## config.mk

```make
export PLATFORM = sky130hd
export DESIGN_NAME = dmem_bus_bridge
export DESIGN_NICKNAME = d
export VERILOG_FILES = /design/src/rtl/dmem_pkg.sv /design/src/rtl/dmem_lane_align.sv /design/src/rtl/dmem_bus_bridge.sv
export SDC_FILE = /design/constraint.sdc
export NUM_CORES = 1
export LEC_CHECK = 0
export ABC_AREA = 0
export BUFFER_PORTS_ARGS = -buffer_cell sky130_fd_sc_hd__buf_2
export CAP_MARGIN = 10
export CORE_UTILIZATION = 40
export DETAILED_ROUTE_END_ITERATION = 12
export PLACE_DENSITY = 0.74
export SETUP_SLACK_MARGIN = 0.05
export SLEW_MARGIN = 15
export SYNTH_ARGS = -nofsm -noshare
export SYNTH_HDL_FRONTEND = slang
export SYNTH_SLANG_ARGS = --single-unit
```

## constraint.sdc

```tcl
create_clock -name clk -period 2.2 [get_ports clk]
set_input_delay 0.33 -clock clk [delete_from_list [all_inputs] [get_ports clk]]
set_output_delay 0.33 -clock clk [all_outputs]
set_load 0.03 [all_outputs]
```

## src/rtl/dmem_pkg.sv

```systemverilog
// Shared types and constants for the data-memory bus bridge.
package dmem_pkg;

    typedef enum logic [1:0] {
        IDLE = 2'd0,
        BUSY = 2'd1,
        DONE = 2'd2
    } state_t;

    // One-hot access size codes as driven by the CPU.
    localparam logic [2:0] SZ_BYTE = 3'b100;
    localparam logic [2:0] SZ_HALF = 3'b010;
    localparam logic [2:0] SZ_WORD = 3'b001;

    localparam logic [31:0] DEF_ERR_RDATA = 32'hDEAD_BEEF;

endpackage

```

## src/rtl/dmem_lane_align.sv

```systemverilog
// Size/offset decode: byte enables, store lane replication, load extraction
// and the legality (one-hot size + natural alignment) flag.
module dmem_lane_align
    import dmem_pkg::*;
(
    input  logic [2:0]  size,
    input  logic [1:0]  off,
    input  logic [31:0] wdata,
    input  logic [31:0] mem_rdata,
    output logic        legal,
    output logic [3:0]  be,
    output logic [31:0] wdata_rep,
    output logic [31:0] rdata_ext
);

    logic [31:0] shifted;

    assign shifted = mem_rdata >> {off, 3'b000};

    always_comb begin
        legal     = 1'b0;
        be        = 4'b0000;
        wdata_rep = '0;
        rdata_ext = '0;
        case (size)
            SZ_BYTE: begin
                legal     = 1'b1;
                be        = 4'b0001 << off;
                wdata_rep = {4{wdata[7:0]}};
                rdata_ext = {24'b0, shifted[7:0]};
            end
            SZ_HALF: begin
                legal     = ~off[0];
                be        = off[1] ? 4'b1100 : 4'b0011;
                wdata_rep = {2{wdata[15:0]}};
                rdata_ext = {16'b0, off[1] ? mem_rdata[31:16] : mem_rdata[15:0]};
            end
            SZ_WORD: begin
                legal     = (off == 2'b00);
                be        = 4'b1111;
                wdata_rep = wdata;
                rdata_ext = mem_rdata;
            end
            default: ;
        endcase
    end

endmodule

```

## src/rtl/dmem_bus_bridge.sv

```systemverilog
// CPU data port to req/ack word memory bridge with PC stall.
// Optional BUSY timeout abort enabled by defining DMEM_TIMEOUT_EN.
module dmem_bus_bridge
    import dmem_pkg::*;
#(
    parameter int          TIMEOUT_CYCLES = 255,
    parameter logic [31:0] ERR_RDATA      = DEF_ERR_RDATA
) (
    input  logic        clk,
    input  logic        rst,
    input  logic        cs,
    input  logic        we,
    input  logic [2:0]  size,
    input  logic [31:0] addr,
    input  logic [31:0] wdata,
    output logic [31:0] rdata,
    output logic        stall,
    output logic        align_err,
    output logic        timeout_err,
    output logic        mem_req,
    output logic        mem_we,
    output logic [31:0] mem_addr,
    output logic [3:0]  mem_be,
    output logic [31:0] mem_wdata,
    input  logic        mem_ack,
    input  logic [31:0] mem_rdata
);

    state_t      state;
    logic [2:0]  size_q;
    logic [1:0]  off_q;
    logic [31:0] rdata_q;

    logic        in_idle;
    logic [2:0]  la_size;
    logic [1:0]  la_off;
    logic        legal;
    logic [3:0]  be;
    logic [31:0] wdata_rep;
    logic [31:0] rdata_ext;
    logic        start;
    logic        abort;

    // Decode from the live CPU inputs while idle, from the latched access otherwise.
    assign in_idle = (state == IDLE);
    assign la_size = in_idle ? size : size_q;
    assign la_off  = in_idle ? addr[1:0] : off_q;

    dmem_lane_align u_align (
        .size      (la_size),
        .off       (la_off),
        .wdata     (wdata),
        .mem_rdata (mem_rdata),
        .legal     (legal),
        .be        (be),
        .wdata_rep (wdata_rep),
        .rdata_ext (rdata_ext)
    );

    // Combinational outputs are gated with rst so everything reads 0 in reset.
    assign start     = rst & in_idle & cs & legal;
    assign align_err = rst & in_idle & cs & ~legal;
    assign stall     = start | (rst & (state == BUSY));
    assign rdata     = align_err ? 32'h0 : rdata_q;

`ifdef DMEM_TIMEOUT_EN
    localparam int CNT_W = $clog2(TIMEOUT_CYCLES + 1);
    localparam logic [CNT_W-1:0] LAST_CNT = CNT_W'(TIMEOUT_CYCLES - 1);

    logic [CNT_W-1:0] busy_cnt;

    // busy_cnt holds the number of BUSY cycles already spent without ack.
    assign abort = (state == BUSY) && !mem_ack && (busy_cnt == LAST_CNT);

    always_ff @(posedge clk or negedge rst) begin
        if (!rst) begin
            busy_cnt    <= '0;
            timeout_err <= 1'b0;
        end else begin
            timeout_err <= abort;
            if (state != BUSY) busy_cnt <= '0;
            else               busy_cnt <= busy_cnt + CNT_W'(1);
        end
    end
`else
    logic [31:0] unused_timeout_cfg;

    assign unused_timeout_cfg = TIMEOUT_CYCLES;
    assign abort              = 1'b0;
    assign timeout_err        = 1'b0;
`endif

    always_ff @(posedge clk or negedge rst) begin
        if (!rst) begin
            state     <= IDLE;
            size_q    <= '0;
            off_q     <= '0;
            rdata_q   <= '0;
            mem_req   <= 1'b0;
            mem_we    <= 1'b0;
            mem_addr  <= '0;
            mem_be    <= '0;
            mem_wdata <= '0;
        end else begin
            case (state)
                IDLE: begin
                    if (start) begin
                        size_q    <= size;
                        off_q     <= addr[1:0];
                        mem_req   <= 1'b1;
                        mem_we    <= we;
                        mem_addr  <= {addr[31:2], 2'b00};
                        mem_be    <= be;
                        mem_wdata <= wdata_rep;
                        state     <= BUSY;
                    end else if (align_err) begin
                        rdata_q <= '0;
                    end
                end
                BUSY: begin
                    if (mem_ack) begin
                        mem_req <= 1'b0;
                        if (!mem_we) rdata_q <= rdata_ext;
                        state <= DONE;
                    end else if (abort) begin
                        // A store that times out is simply lost.
                        mem_req <= 1'b0;
                        if (!mem_we) rdata_q <= ERR_RDATA;
                        state <= DONE;
                    end
                end
                DONE:    state <= IDLE;
                default: state <= IDLE;
            endcase
        end
    end

endmodule

```

==> flow_metrics.env <==
export IMPL_grt_start_max_net_pins=59
export IMPL_path_depth=8
export IMPL_antenna_left=0
export IMPL_grt_pass1_wl_mm=26.85
export IMPL_relSlewSlack_pct=49.57
export IMPL_yosysTopAreaCell="dfrtp_1"
export IMPL_setup_viol_count_final=140
export IMPL_htreeDepth=3
export IMPL_ys_top_cells_by_area="dfrtp_1, mux2_4, mux2_2"
export IMPL_startpoint_type="flop"
export IMPL_routed_wl_mm=18.51
export IMPL_clk_pin_slew_ps=70
export IMPL_rows=41
export IMPL_final_cell_mix="buf_2, dfrtp_1, buf_4"
export IMPL_rr_startpoint="state[1]"
export IMPL_synth_edf_count=0
export IMPL_comb_power_share_pct=50.0
export IMPL_worstSetupPathType="flop to output pin"
export IMPL_grt_pass1_vias=5122
export IMPL_register_area_um2=2680
export IMPL_routedWlPerCell_um=19.83
export IMPL_finClkSkew_ps=11.34
export IMPL_p_sw_mw=4.017
export IMPL_cp_arrival_ps=2380
export IMPL_cp_end_kind="output pin"
export IMPL_yosysUniqueCellTypes=47
export IMPL_failed_checks="setup timing"
export IMPL_power_mw=9.478
export IMPL_max_clock_path_buffers=2
export IMPL_syn_area_um2=5179
export IMPL_worst_path_buf_inv=3
export IMPL_p_int_mw=5.461
export IMPL_drive_above_1_share_pct=60.92
export IMPL_maxCapViolations=0
export IMPL_critPathMaxStageDelay_ps=480
export IMPL_cts_tree="built"
export IMPL_die_area_um2=13410
export IMPL_route_detailed_drc=0
export IMPL_syn_area_per_cell_um2=10.86
export IMPL_clk_latency_ps=360
export IMPL_placement_io_buffers=205
export IMPL_rsz0062_at_grt="yes"
export IMPL_cp_data_required_time_ps=1870
export IMPL_track_usage_pct=26.43
export IMPL_synth_seq_cells=107
export IMPL_fill_cells=888
export IMPL_preCtsSetupSlack_ps=-212.1
export IMPL_layout_nets=859
export IMPL_dr_total_vias=5294
export IMPL_root_buffer="clkbuf_16"
export IMPL_postCtsHoldBufs=0
export IMPL_ff2ff_path_depth=10
export IMPL_synth_ff_type="dfrtp_1"
export IMPL_seq_area_frac_synth_pct=51.70
export IMPL_worstReg2RegEnd="mem_addr[23]"
export IMPL_cpMaxStageDelayCell="dfrtp_2"
export IMPL_r2r_slack_ps=-480
export IMPL_fin_util_pct=68.23
export IMPL_hold_violations=0
export IMPL_die_y_um=115.8
export IMPL_tightest_slew_ps=756.4
export IMPL_crit_family="simple AND/OR/NAND/NOR gates"
export IMPL_synthCells=477
export IMPL_p_clk_share_pct=17.3
export IMPL_drt_pre_antenna_iters=6
export IMPL_swShare_pct=42.39
export IMPL_async_flop_share_pct=100.0
export IMPL_dp_final_hpwl_mm=11.59
export IMPL_coreArea_um2=12620
export IMPL_fmax_ghz=0.3688
export IMPL_antenna_found_initial=1
export IMPL_ys_warn_count=0
export IMPL_drt_iter0_drc=566
export IMPL_gp_congestion=0.9153
export IMPL_worstPathCellList="nor2_4 -> mux2_4 -> or3_4 -> and3_4 -> buf_6 -> buf_6 -> nor2b_4 -> buf_6"
export IMPL_crit_fanout=7
export IMPL_path_common_cell="buf_6"
export IMPL_start_util_pct=41.04
export IMPL_status="complete, but fails checks"
export IMPL_hold_path_class="input port to asynchronous set/reset pin"
export IMPL_synth_top_area_share_pct=51.70
export IMPL_worst_slack_ps=-511.8
export IMPL_ir_drop_uv=828.0
export IMPL_p_leak_nw=4.149
export IMPL_final_common_cell="buf_2"
export IMPL_grt_overflow=0
export IMPL_die_width_um=115.8
export IMPL_seqPwrFrac_pct=32.7
export IMPL_ios=209
export IMPL_cts_buffers=9
export IMPL_viasPerCell=5.674
export IMPL_period_share_pct=123.3
export IMPL_area_growth_pct=66.27
export IMPL_layout_min_cycle_time_ps=2712
export IMPL_p_per_area_nw_per_um2=1101
export IMPL_multi_input_area_um2=2943
export IMPL_hold_slack_ps=176.7
export IMPL_drv_slew=0
export IMPL_clock_sinks=107
worst max-delay path by stage:
stage	endpoint	slack, ps	startpoint
after floorplan	rdata[22]	-50	state[0]
after global placement	rdata[0]	-110	state[1]
after detailed placement	rdata[19]	-210	state[1]
after CTS	rdata[17]	-470	state[1]
after global routing	rdata[17]	-560	state[1]
final	rdata[17]	-510	state[1]
flip-flops by register name, indices dropped and copies added, names as in the netlist:
| register | cells |
|---|---|
| mem_addr | 30 |
| mem_we | 1 |
| size_q | 3 |
| mem_be | 4 |
| mem_req | 1 |
| state | 2 |
| off_q | 2 |
| rdata_q | 32 |
| mem_wdata | 32 |
synth_stat cells (4+ instances only):
library cell,n
a21oi_1,15
o22ai_1,13
clkbuf_1,9
a211o_1,5
inv_1,7
nor3_1,8
buf_6,4
nor4_1,7
buf_4,6
o31ai_1,4
nand2_1,42
o21ai_0,38
mux2_4,20
a22oi_1,32
nor2b_1,34
a31oi_1,5
dfrtp_1,107
a32oi_1,8
buf_2,16
nor2_1,26
a22o_1,16
mux2_2,24
routing by layer:
metal / share of wire, % / global-route usage [%]
met5: 0 / 0
met1: 37 / 32.14
met3: 9.0 / 7.845
met4: 4.9 / 11.79
met2: 49 / 43.45
per-stage QoR:
step | TNS, ps | area (µm²) | instances
final | -54690 | 8611 | 933
after detailed placement | -16630 | 6999 | 877
after CTS | -36240 | 8383 | 927
after global routing | -60820 | 8611 | 933
after floorplan | -1547 | 5535 | 479
after global placement | -5468 | 6999 | 877
final cells by class:
cell class,count,share of cell area (%)
clock inverter,6,0.7411
sequential,107,31.12
timing repair buffer,299,28.35
clock buffer,10,2.775
tap,172,2.499
multi-input combinational,331,34.18
inverter,7,0.3051
antenna,1,0.02906
power groups by stage:
| stage | Combinational (mW) | Clock [mW] | Sequential [mW] |
|---|---|---|---|
| global placement | 3.96 | 0 | 3.03 |
| global route | 5.00 | 1.75 | 3.18 |
| floorplan | 1.44 | 0 | 4.30 |
| finish | 4.74 | 1.64 | 3.10 |
| detailed placement | 4.02 | 0 | 3.09 |
| CTS | 4.56 | 1.67 | 3.07 |
what timing repair did:
| item | 4_1_cts | 5_1_grt |
|---|---|---|
| hold endpoints to repair | 0 | 0 |
| setup endpoints to repair | 136 | 140 |
| pin swaps | 26 | 16 |
| gates cloned | 14 | 3 |
| gates resized for setup | 184 | 38 |
| setup buffers | 20 | 7 |
kinds of logic (layout without fill, tap and decap cells):
family / Yosys count / count (layout) / synth area share (%)
AOI/OAI and AO/OA: 144 / 144 / 18.82
and+or+nand+nor: 134 / 136 / 13.14
DFF: 107 / 107 / 51.70
muxes: 46 / 46 / 11.40
buffers and inverters: 43 / 322 / 4.518
xor gates and xnor gates: 2 / 2 / 0.3383
other: 1 / 4 / 0.07241
Power figures use the tool's default switching activity.
